$ cat src/rtl/digit_pkg.sv
// Shared types and helpers for the button-driven digit counters.
// The debounce state encoding and the debounce counter width live here.
package digit_pkg;

   typedef enum logic [1:0] {
      IDLE      = 2'd0,
      ARMING    = 2'd1,
      HELD      = 2'd2,
      RELEASING = 2'd3
   } dbState_e;

   // The counter must be able to hold DEBOUNCE_CYCLES itself.
   function automatic int unsigned dbCntWidth(input int unsigned cycles);
      return $clog2(cycles + 1);
   endfunction

endpackage : digit_pkg

$ cat src/rtl/btn_debounce.sv
// Two-flop synchroniser plus debounce FSM for one raw push-button.
// Emits a single-cycle press when a high level has been stable long enough.
module btn_debounce
   import digit_pkg::*;
#(
   parameter int unsigned DEBOUNCE_CYCLES = 4
) (
   input  logic clk,
   input  logic rst,
   input  logic btn,
   output logic press,
   output logic level
);

   localparam int unsigned   CW     = dbCntWidth(DEBOUNCE_CYCLES);
   localparam logic [CW-1:0] CntMax = CW'(DEBOUNCE_CYCLES);
   localparam logic [CW-1:0] CntOne = CW'(1);

   if (DEBOUNCE_CYCLES < 1) begin : gBadCycles
      $error("btn_debounce: DEBOUNCE_CYCLES must be at least 1");
   end

   logic          sync1_q, sync2_q;
   dbState_e      state_q, state_d;
   logic [CW-1:0] cnt_q, cnt_d;
   logic          press_q, press_d;

   // A level change is only accepted once the counter already holds
   // DEBOUNCE_CYCLES stable samples and the level is still stable.
   always_comb begin
      state_d = state_q;
      cnt_d   = cnt_q;
      press_d = 1'b0;
      case (state_q)
         IDLE: begin
            if (sync2_q) begin
               state_d = ARMING;
               cnt_d   = CntOne;
            end
         end
         ARMING: begin
            if (!sync2_q) begin
               state_d = IDLE;
               cnt_d   = '0;
            end else if (cnt_q == CntMax) begin
               state_d = HELD;
               cnt_d   = '0;
               press_d = 1'b1;
            end else begin
               cnt_d = cnt_q + CntOne;
            end
         end
         HELD: begin
            if (!sync2_q) begin
               state_d = RELEASING;
               cnt_d   = CntOne;
            end
         end
         RELEASING: begin
            if (sync2_q) begin
               state_d = HELD;
               cnt_d   = '0;
            end else if (cnt_q == CntMax) begin
               state_d = IDLE;
               cnt_d   = '0;
            end else begin
               cnt_d = cnt_q + CntOne;
            end
         end
         default: begin
            state_d = IDLE;
            cnt_d   = '0;
         end
      endcase
   end

   always_ff @(posedge clk) begin
      if (rst) begin
         sync1_q <= 1'b0;
         sync2_q <= 1'b0;
         state_q <= IDLE;
         cnt_q   <= '0;
         press_q <= 1'b0;
      end else begin
         sync1_q <= btn;
         sync2_q <= sync1_q;
         state_q <= state_d;
         cnt_q   <= cnt_d;
         press_q <= press_d;
      end
   end

   assign press = press_q;
   assign level = (state_q == HELD) || (state_q == RELEASING);

endmodule : btn_debounce

$ cat src/rtl/mod_counter_db.sv
// Mod-N digit counter stepped by a debounced button or a chained step_in.
// Carry/borrow pulses let digits cascade into multi-digit fields.
module mod_counter_db
   import digit_pkg::*;
#(
   parameter int unsigned WIDTH           = 2,
   parameter int unsigned RESET_VAL       = 0,
   parameter int unsigned WRAP_VAL        = 1,
   parameter int unsigned MAX_VAL         = 3,
   parameter int unsigned SET_VAL         = 3,
   parameter int unsigned DEBOUNCE_CYCLES = 4
) (
   input  logic             clk,
   input  logic             rst,
   input  logic             btn,
   input  logic             step_in,
   input  logic             dir,
   input  logic             set,
   input  logic             load,
   input  logic [WIDTH-1:0] load_val,
   output logic [WIDTH-1:0] count,
   output logic             carry,
   output logic             borrow,
   output logic             press
);

   if ((WRAP_VAL > MAX_VAL) || (longint'(MAX_VAL) >= (longint'(1) << WIDTH)) ||
       (SET_VAL > MAX_VAL) || (RESET_VAL > MAX_VAL)) begin : gBadParams
      $error("mod_counter_db: need WRAP_VAL <= MAX_VAL < 2**WIDTH, SET_VAL/RESET_VAL <= MAX_VAL");
   end

   localparam logic [WIDTH-1:0] MaxV   = WIDTH'(MAX_VAL);
   localparam logic [WIDTH-1:0] WrapV  = WIDTH'(WRAP_VAL);
   localparam logic [WIDTH-1:0] SetV   = WIDTH'(SET_VAL);
   localparam logic [WIDTH-1:0] ResetV = WIDTH'(RESET_VAL);
   localparam logic [WIDTH-1:0] One    = WIDTH'(1);

   logic             btnPress, btnLevel, step;
   logic [WIDTH-1:0] count_q, count_d;
   logic             carry_q, carry_d;
   logic             borrow_q, borrow_d;

   btn_debounce #(
      .DEBOUNCE_CYCLES(DEBOUNCE_CYCLES)
   ) uDebounce (
      .clk  (clk),
      .rst  (rst),
      .btn  (btn),
      .press(btnPress),
      .level(btnLevel)
   );

   // A press only ever fires on entry to the held level, so the gate is a
   // guard against stepping on anything but an accepted level.
   assign step = (btnPress && btnLevel) || step_in;

   always_comb begin
      count_d  = count_q;
      carry_d  = 1'b0;
      borrow_d = 1'b0;
      if (set) begin
         count_d = SetV;
      end else if (load) begin
         count_d = (load_val > MaxV) ? MaxV : load_val;
      end else if (step) begin
         if (dir) begin
            if (count_q >= MaxV) begin
               count_d = WrapV;
               carry_d = 1'b1;
            end else begin
               count_d = count_q + One;
            end
         end else begin
            if (count_q <= WrapV) begin
               count_d  = MaxV;
               borrow_d = 1'b1;
            end else begin
               count_d = count_q - One;
            end
         end
      end
   end

   always_ff @(posedge clk) begin
      if (rst) begin
         count_q  <= ResetV;
         carry_q  <= 1'b0;
         borrow_q <= 1'b0;
      end else begin
         count_q  <= count_d;
         carry_q  <= carry_d;
         borrow_q <= borrow_d;
      end
   end

   assign count  = count_q;
   assign carry  = carry_q;
   assign borrow = borrow_q;
   assign press  = btnPress;

endmodule : mod_counter_db

$ cat config.mk
export PLATFORM = sky130hd
export DESIGN_NAME = mod_counter_db
export DESIGN_NICKNAME = d
export VERILOG_FILES = /design/src/rtl/digit_pkg.sv /design/src/rtl/btn_debounce.sv /design/src/rtl/mod_counter_db.sv
export SDC_FILE = /design/constraint.sdc
export NUM_CORES = 1
export LEC_CHECK = 0
export ABC_AREA = 1
export CELL_PAD_IN_SITES_DETAIL_PLACEMENT = 0
export CELL_PAD_IN_SITES_GLOBAL_PLACEMENT = 2
export CORE_ASPECT_RATIO = 0.5
export CORE_MARGIN = 8
export CORE_UTILIZATION = 23
export DETAILED_ROUTE_END_ITERATION = 8
export GPL_ROUTABILITY_DRIVEN = 0
export PLACE_DENSITY_LB_ADDON = 0.1
export SYNTH_ARGS = -nofsm -noshare
export SYNTH_HDL_FRONTEND = slang
export SYNTH_SLANG_ARGS = --single-unit
export TNS_END_PERCENT = 50
$ cat constraint.sdc
create_clock -name clk -period 1.36 [get_ports clk]
set_clock_uncertainty 0.2 [all_clocks]
set_input_delay 0.204 -clock clk [delete_from_list [all_inputs] [get_ports clk]]
set_output_delay 0.204 -clock clk [all_outputs]
set_load 0.05 [all_outputs]
-- After elaboration in Yosys (flattened, before gate mapping)
Index checks and enable logic that the tools add are counted.
Widths: inputs -> output; s select.
- flip-flop bits (word level): 12
- input bits: 9
- output and inout port bits: 5
- word-level logic and storage cells: 59
- add/subtract/negate cells: 3
- magnitude comparators: 3
- eq/ne operators: 8
- mux-type cells: 23
- bitwise gates (word level): 4
- reduce and logical (&&, ||, !) cells: 10
- operator list (operator ; number):
    $mux 2 ; 13
    $mux 3 ; 5
    $pmux 3 s4 ; 1
    $reduce_or 5->1 ; 2
    $pmux 2 s4 ; 1
    $eq 2x2->1 const B ; 2
    $not 1->1 ; 4
    $reduce_and 4->1 ; 1
    $add 3x1->3 const B ; 1
    $eq 3x3->1 const B ; 1
    $mux 1 ; 3
    $ne 3x1->1 const B ; 1
    $ne 3x3->1 const B ; 1
    $reduce_bool 3->1 ; 1
    $reduce_or 3->1 ; 1
    $add 2x1->2 const B ; 1
    $eq 2x1->1 const B ; 1
    $ge 2x2->1 const B ; 1
    $gt 2x2->1 const B ; 1
    $le 2x1->1 const B ; 1
    $logic_not 2->1 ; 1
    $logic_or 1x1->1 ; 2
    $ne 2x1->1 const B ; 1
    $ne 2x2->1 const B ; 1
    3 further kinds ; 3

-- Longest topological paths before layout
- depth after elaboration: 7
- mapped depth: 7
- gate-level depth less buffers: 7

-- By module
A second synthesis with hierarchy kept.
- cell total of the unflattened synthesis: 89
- area, all modules: 640.6 um2
- by module, submodules not included (module ; instances ; cells an instance ; area an instance (um2) ; sequential area each (um2)):
    btn_debounce ; 1 ; 44 ; 346.6 ; 160.2
    mod_counter_db ; 1 ; 45 ; 294.0 ; 80.1

-- Least setup slack after synthesis
Ideal clock, no wire load.
- path kind: register -> register
- from: register count_q[0], in the netlist count[0]
- to: register count_q[1], in the netlist count[1]
- library setup time: 115 ps
- data arrival time: 1337 ps
- required time: 1045 ps
- setup slack: -293 ps
- stages on the path, launching flop included: 8
- buffers on the path: 0
- clock period less this slack: 1653 ps
- cell sequence: dfxtp_1 inv_1 ha_1 nand2_1 nand3_1 nand2_1 nor2_1 nor2_1
- longest elaborated chain between the ends: 6
- elaborated cells on any way between the ends: 10
- classes of those cells: add/sub: 2; order compare: 2; mux: 6
- ends and longest elaborated chain (item ; line ; RTL):
    start: declaration ; mod_counter_db.sv:39 ; logic [WIDTH-1:0] count_q, count_d;
    start signal: assignment ; mod_counter_db.sv:86 ; count_q <= ResetV;
    start signal: assignment ; mod_counter_db.sv:90 ; count_q <= count_d;
    $sub 2x1->2, or another cell as far along ; mod_counter_db.sv:78 ; count_d = count_q - One;
    $mux 2 (on tied branches) ; mod_counter_db.sv:74, mod_counter_db.sv:67 ;
    $mux 2 (*) ; mod_counter_db.sv:66 ; if (dir) begin
    $mux 2 (*) ; mod_counter_db.sv:65 ; end else if (step) begin
    $mux 2 (*) ; mod_counter_db.sv:63 ; end else if (load) begin
    $mux 2 (*) ; mod_counter_db.sv:61 ; if (set) begin
Mark *: on every way between the ends. The rest lies on a longest branch, timed or not. The select of a mux whose other input is x is not followed.
A chain may end at the register's enable or synchronous reset.

-- Final worst setup path
- from: register uDebounce.cnt_q[0]
- to: register uDebounce.cnt_q[1]
- longest elaborated chain between the ends: 4
- elaborated cells on any way between the ends: 6
- classes of those cells: add/sub: 1; eq/ne: 1; mux: 4
- ends and longest elaborated chain (item ; line ; RTL):
    start: declaration ; btn_debounce.sv:25 ; logic [CW-1:0] cnt_q, cnt_d;
    start signal: assignment ; btn_debounce.sv:88 ; cnt_q <= cnt_d;
    $add 3x1->3 or $eq 3x3->1 (tied branches) ; n/a ;
    $mux 3 (*) ; btn_debounce.sv:45, btn_debounce.sv:63 ;
    $mux 3 (on tied branches) ; btn_debounce.sv:60, btn_debounce.sv:42 ;
    $pmux 3 s4 (*) ; btn_debounce.sv:34 ; case (state_q)
Mark *: on every way between the ends. The rest lies on a longest branch, timed or not.

==> results.toml <==
[outcome]
status = "finished clean"

[cells_and_area]
antennaDiodeCount = 0
multi_input_area_um2 = 320
n_fill_cell = 290
area_growth_syn_to_layout_pct = 48.5
drive_above_1_share = 0.217
nets = 122
regArea_um2 = 250

[global_route]
antenna_found_initial = 0
overflow = 0
grt_pass1_wl_mm = 2.46
grt_use_total = 0.0663
grt_max_degree = 8
grt_pass1_vias = 537

[timing]
relSlewSlack = 0.858
setup_viol = 0
maxSlewViolCount = 0
fmax_ghz = 0.767
hold_viol_final = 0
rsz0062_at_grt = "true"
tightestPinTransition_ns = 0.213
post-route-period-util = 0.958
setup_ws_ns = 0.0568
post-route-min-period_ns = 1.30

[routing]
drc_errors = 0
routed_wl_mm = 1.46
drt_pass1_iterations = 4
postRouteAntennaNets = 0
vias = 565
viasPerCell = 3.95
drt_iter0_markers = 7
routedWlPerCell_um = 10.2

[logic_synthesis]
synth_top_area_cell = "dfxtp_1"
synth-edff-count = 0
syn-num-nets = 103
synth_warnings = 0
synthCells = 88
avgSynthCellArea_um2 = 7.21
syn_area_um2 = 634
synth.distinct_cells = 19
synthTopCellsByArea = "dfxtp_1 38%, ha_1 12%, inv_1 11%"
synth.most_common_cell = "inv_1"
yosys_register_bits = 12
synth.yosys.seq_area_share = 0.379
synth_top_flop_cell = "dfxtp_1"
synth_top_cell_area_share = 0.379
async_flop_share = 0
yosys-top-cells-count = "18 x inv_1, 13 x nor2_1, 12 x dfxtp_1"

[clocking]
cts.htree.levels = 1
clock_sinks = 12
clkLatencyLatePin_ns = 0.24
cts_buffer_depth = 2
cts_root_buffer = "clkbuf_8"
cts_setup_buffers = 0
cts_made_buffers = 3
cts.clk_slew.worst_paths_ns = 0.05
tritoncts = "done"

[setup_path]
crit_fanout = 3
endpoint_kind = "flip-flop"
critPathLaunchType = "flip-flop"
cp.arrival_ns = 1.27
criticalPathCategory = "flip-flop to flip-flop"
worstPathRequired_ns = 1.33

[placement]
io_buffers = 13
dpl.hpwl_mm = 1.14
dp_slack_ns = -0.0964

[die]
ios = 14
rows = 13
die-area_um2 = 4800
initial_core_util = 0.244
die_h_um = 53.1
die_width_um = 90.3
core_um2 = 2600

[pwr]
power_density_nw_per_um2 = 968
p_total_mw = 0.912
ir_worst_vdd_uv = 372
p_leak_nw = 0.425

[worst_hold_path]
hold_class = "flip-flop to flip-flop"

[job]
drv_cap = 0
-- cell type report --
cell class / instances / area share
clock buffers: 4 / 0.0584
inverters: 19 / 0.0757
multi-input cells: 56 / 0.340
flip-flops and latches: 12 / 0.266
well taps: 37 / 0.0491
repair buffers: 15 / 0.211
-- flip-flops by register name, indices dropped and copies added (netlist names), named ones only --
name and cells:
uDebounce.sync1_q 1, carry 1, uDebounce.sync2_q 1, uDebounce.press 1, uDebounce.cnt_q 3, count 2, borrow 1, uDebounce.state_q 1
-- logic make-up after synthesis --
group / share of synthesized area
compound gates: 0.118
fa+ha+maj: 0.118
buf+inv: 0.120
flops: 0.379
simple gates: 0.264
-- critical path, cell delays in order, from the launching register on --
cell and delay [ns]:
dfxtp_2 0.33, inv_1 0.06, ha_1 0.20, nand2_2 0.08, inv_1 0.05, nor2_1 0.09, nand3_1 0.10, a21oi_1 0.12
-- through the flow --
stage	utilization	cell area (um2)	hold slack [ns]	TNS (ns)	std cells
after CTS	0.359	933	0.205	0	143
after floorplan	-	642	0.111	0	88
after global placement	0.338	878	0.192	-0.169	139
after global routing	0.362	942	0.227	-0.0146	143
after detailed placement	0.338	878	0.197	-0.163	139
final	0.362	942	0.207	0	143
-- metal layers --
metal | track usage | share of wire | up-vias
li1 | - | - | 306
met1 | 0.0813 | 0.52 | 249
met2 | 0.0956 | 0.42 | 10
met3 | 0.0408 | 0.058 | 0
met4 | 0.0163 | 0 | 0
met5 | 0 | 0 | -
-- report_power, final --
part	switching (mW)	total, mW	internal [mW]
clock network	0.135	0.391	0.256
logic	0.0744	0.147	0.0725
registers	0.0107	0.374	0.364
total	0.220	0.912	0.692
-- worst paths after layout --
path                                         start  cells after the start                  to  slack [ns]
worst min-delay path             uDebounce.sync1_q                      2   uDebounce.sync2_q        0.21
worst min register to register   uDebounce.sync1_q                      2   uDebounce.sync2_q        0.21
worst max-delay path            uDebounce.cnt_q[0]                      7  uDebounce.cnt_q[1]        0.06
worst max register to register  uDebounce.cnt_q[0]                      7  uDebounce.cnt_q[1]        0.06
-- repair_timing --
action	in CTS	in global routing
gates resized for setup	0	4
endpoints found under the setup margin	0	6
hold buffers	0	0
-- cells in the final DEF, fill, tap and decap left out, types with 2 or more instances in the layout --
| cell type | instances |
|---|---|
| dfxtp_2 | 2 |
| ha_1 | 6 |
| nor2_1 | 13 |
| nand2_2 | 3 |
| dfxtp_1 | 8 |
| inv_1 | 18 |
| dfxtp_4 | 2 |
| o21ai_0 | 3 |
| nor2_2 | 2 |
| nand2_1 | 10 |
| buf_12 | 5 |
| a21oi_1 | 4 |
| clkdlybuf4s50_1 | 8 |
| nand3_1 | 8 |
| clkbuf_8 | 4 |
Power figures use the tool's default switching activity.
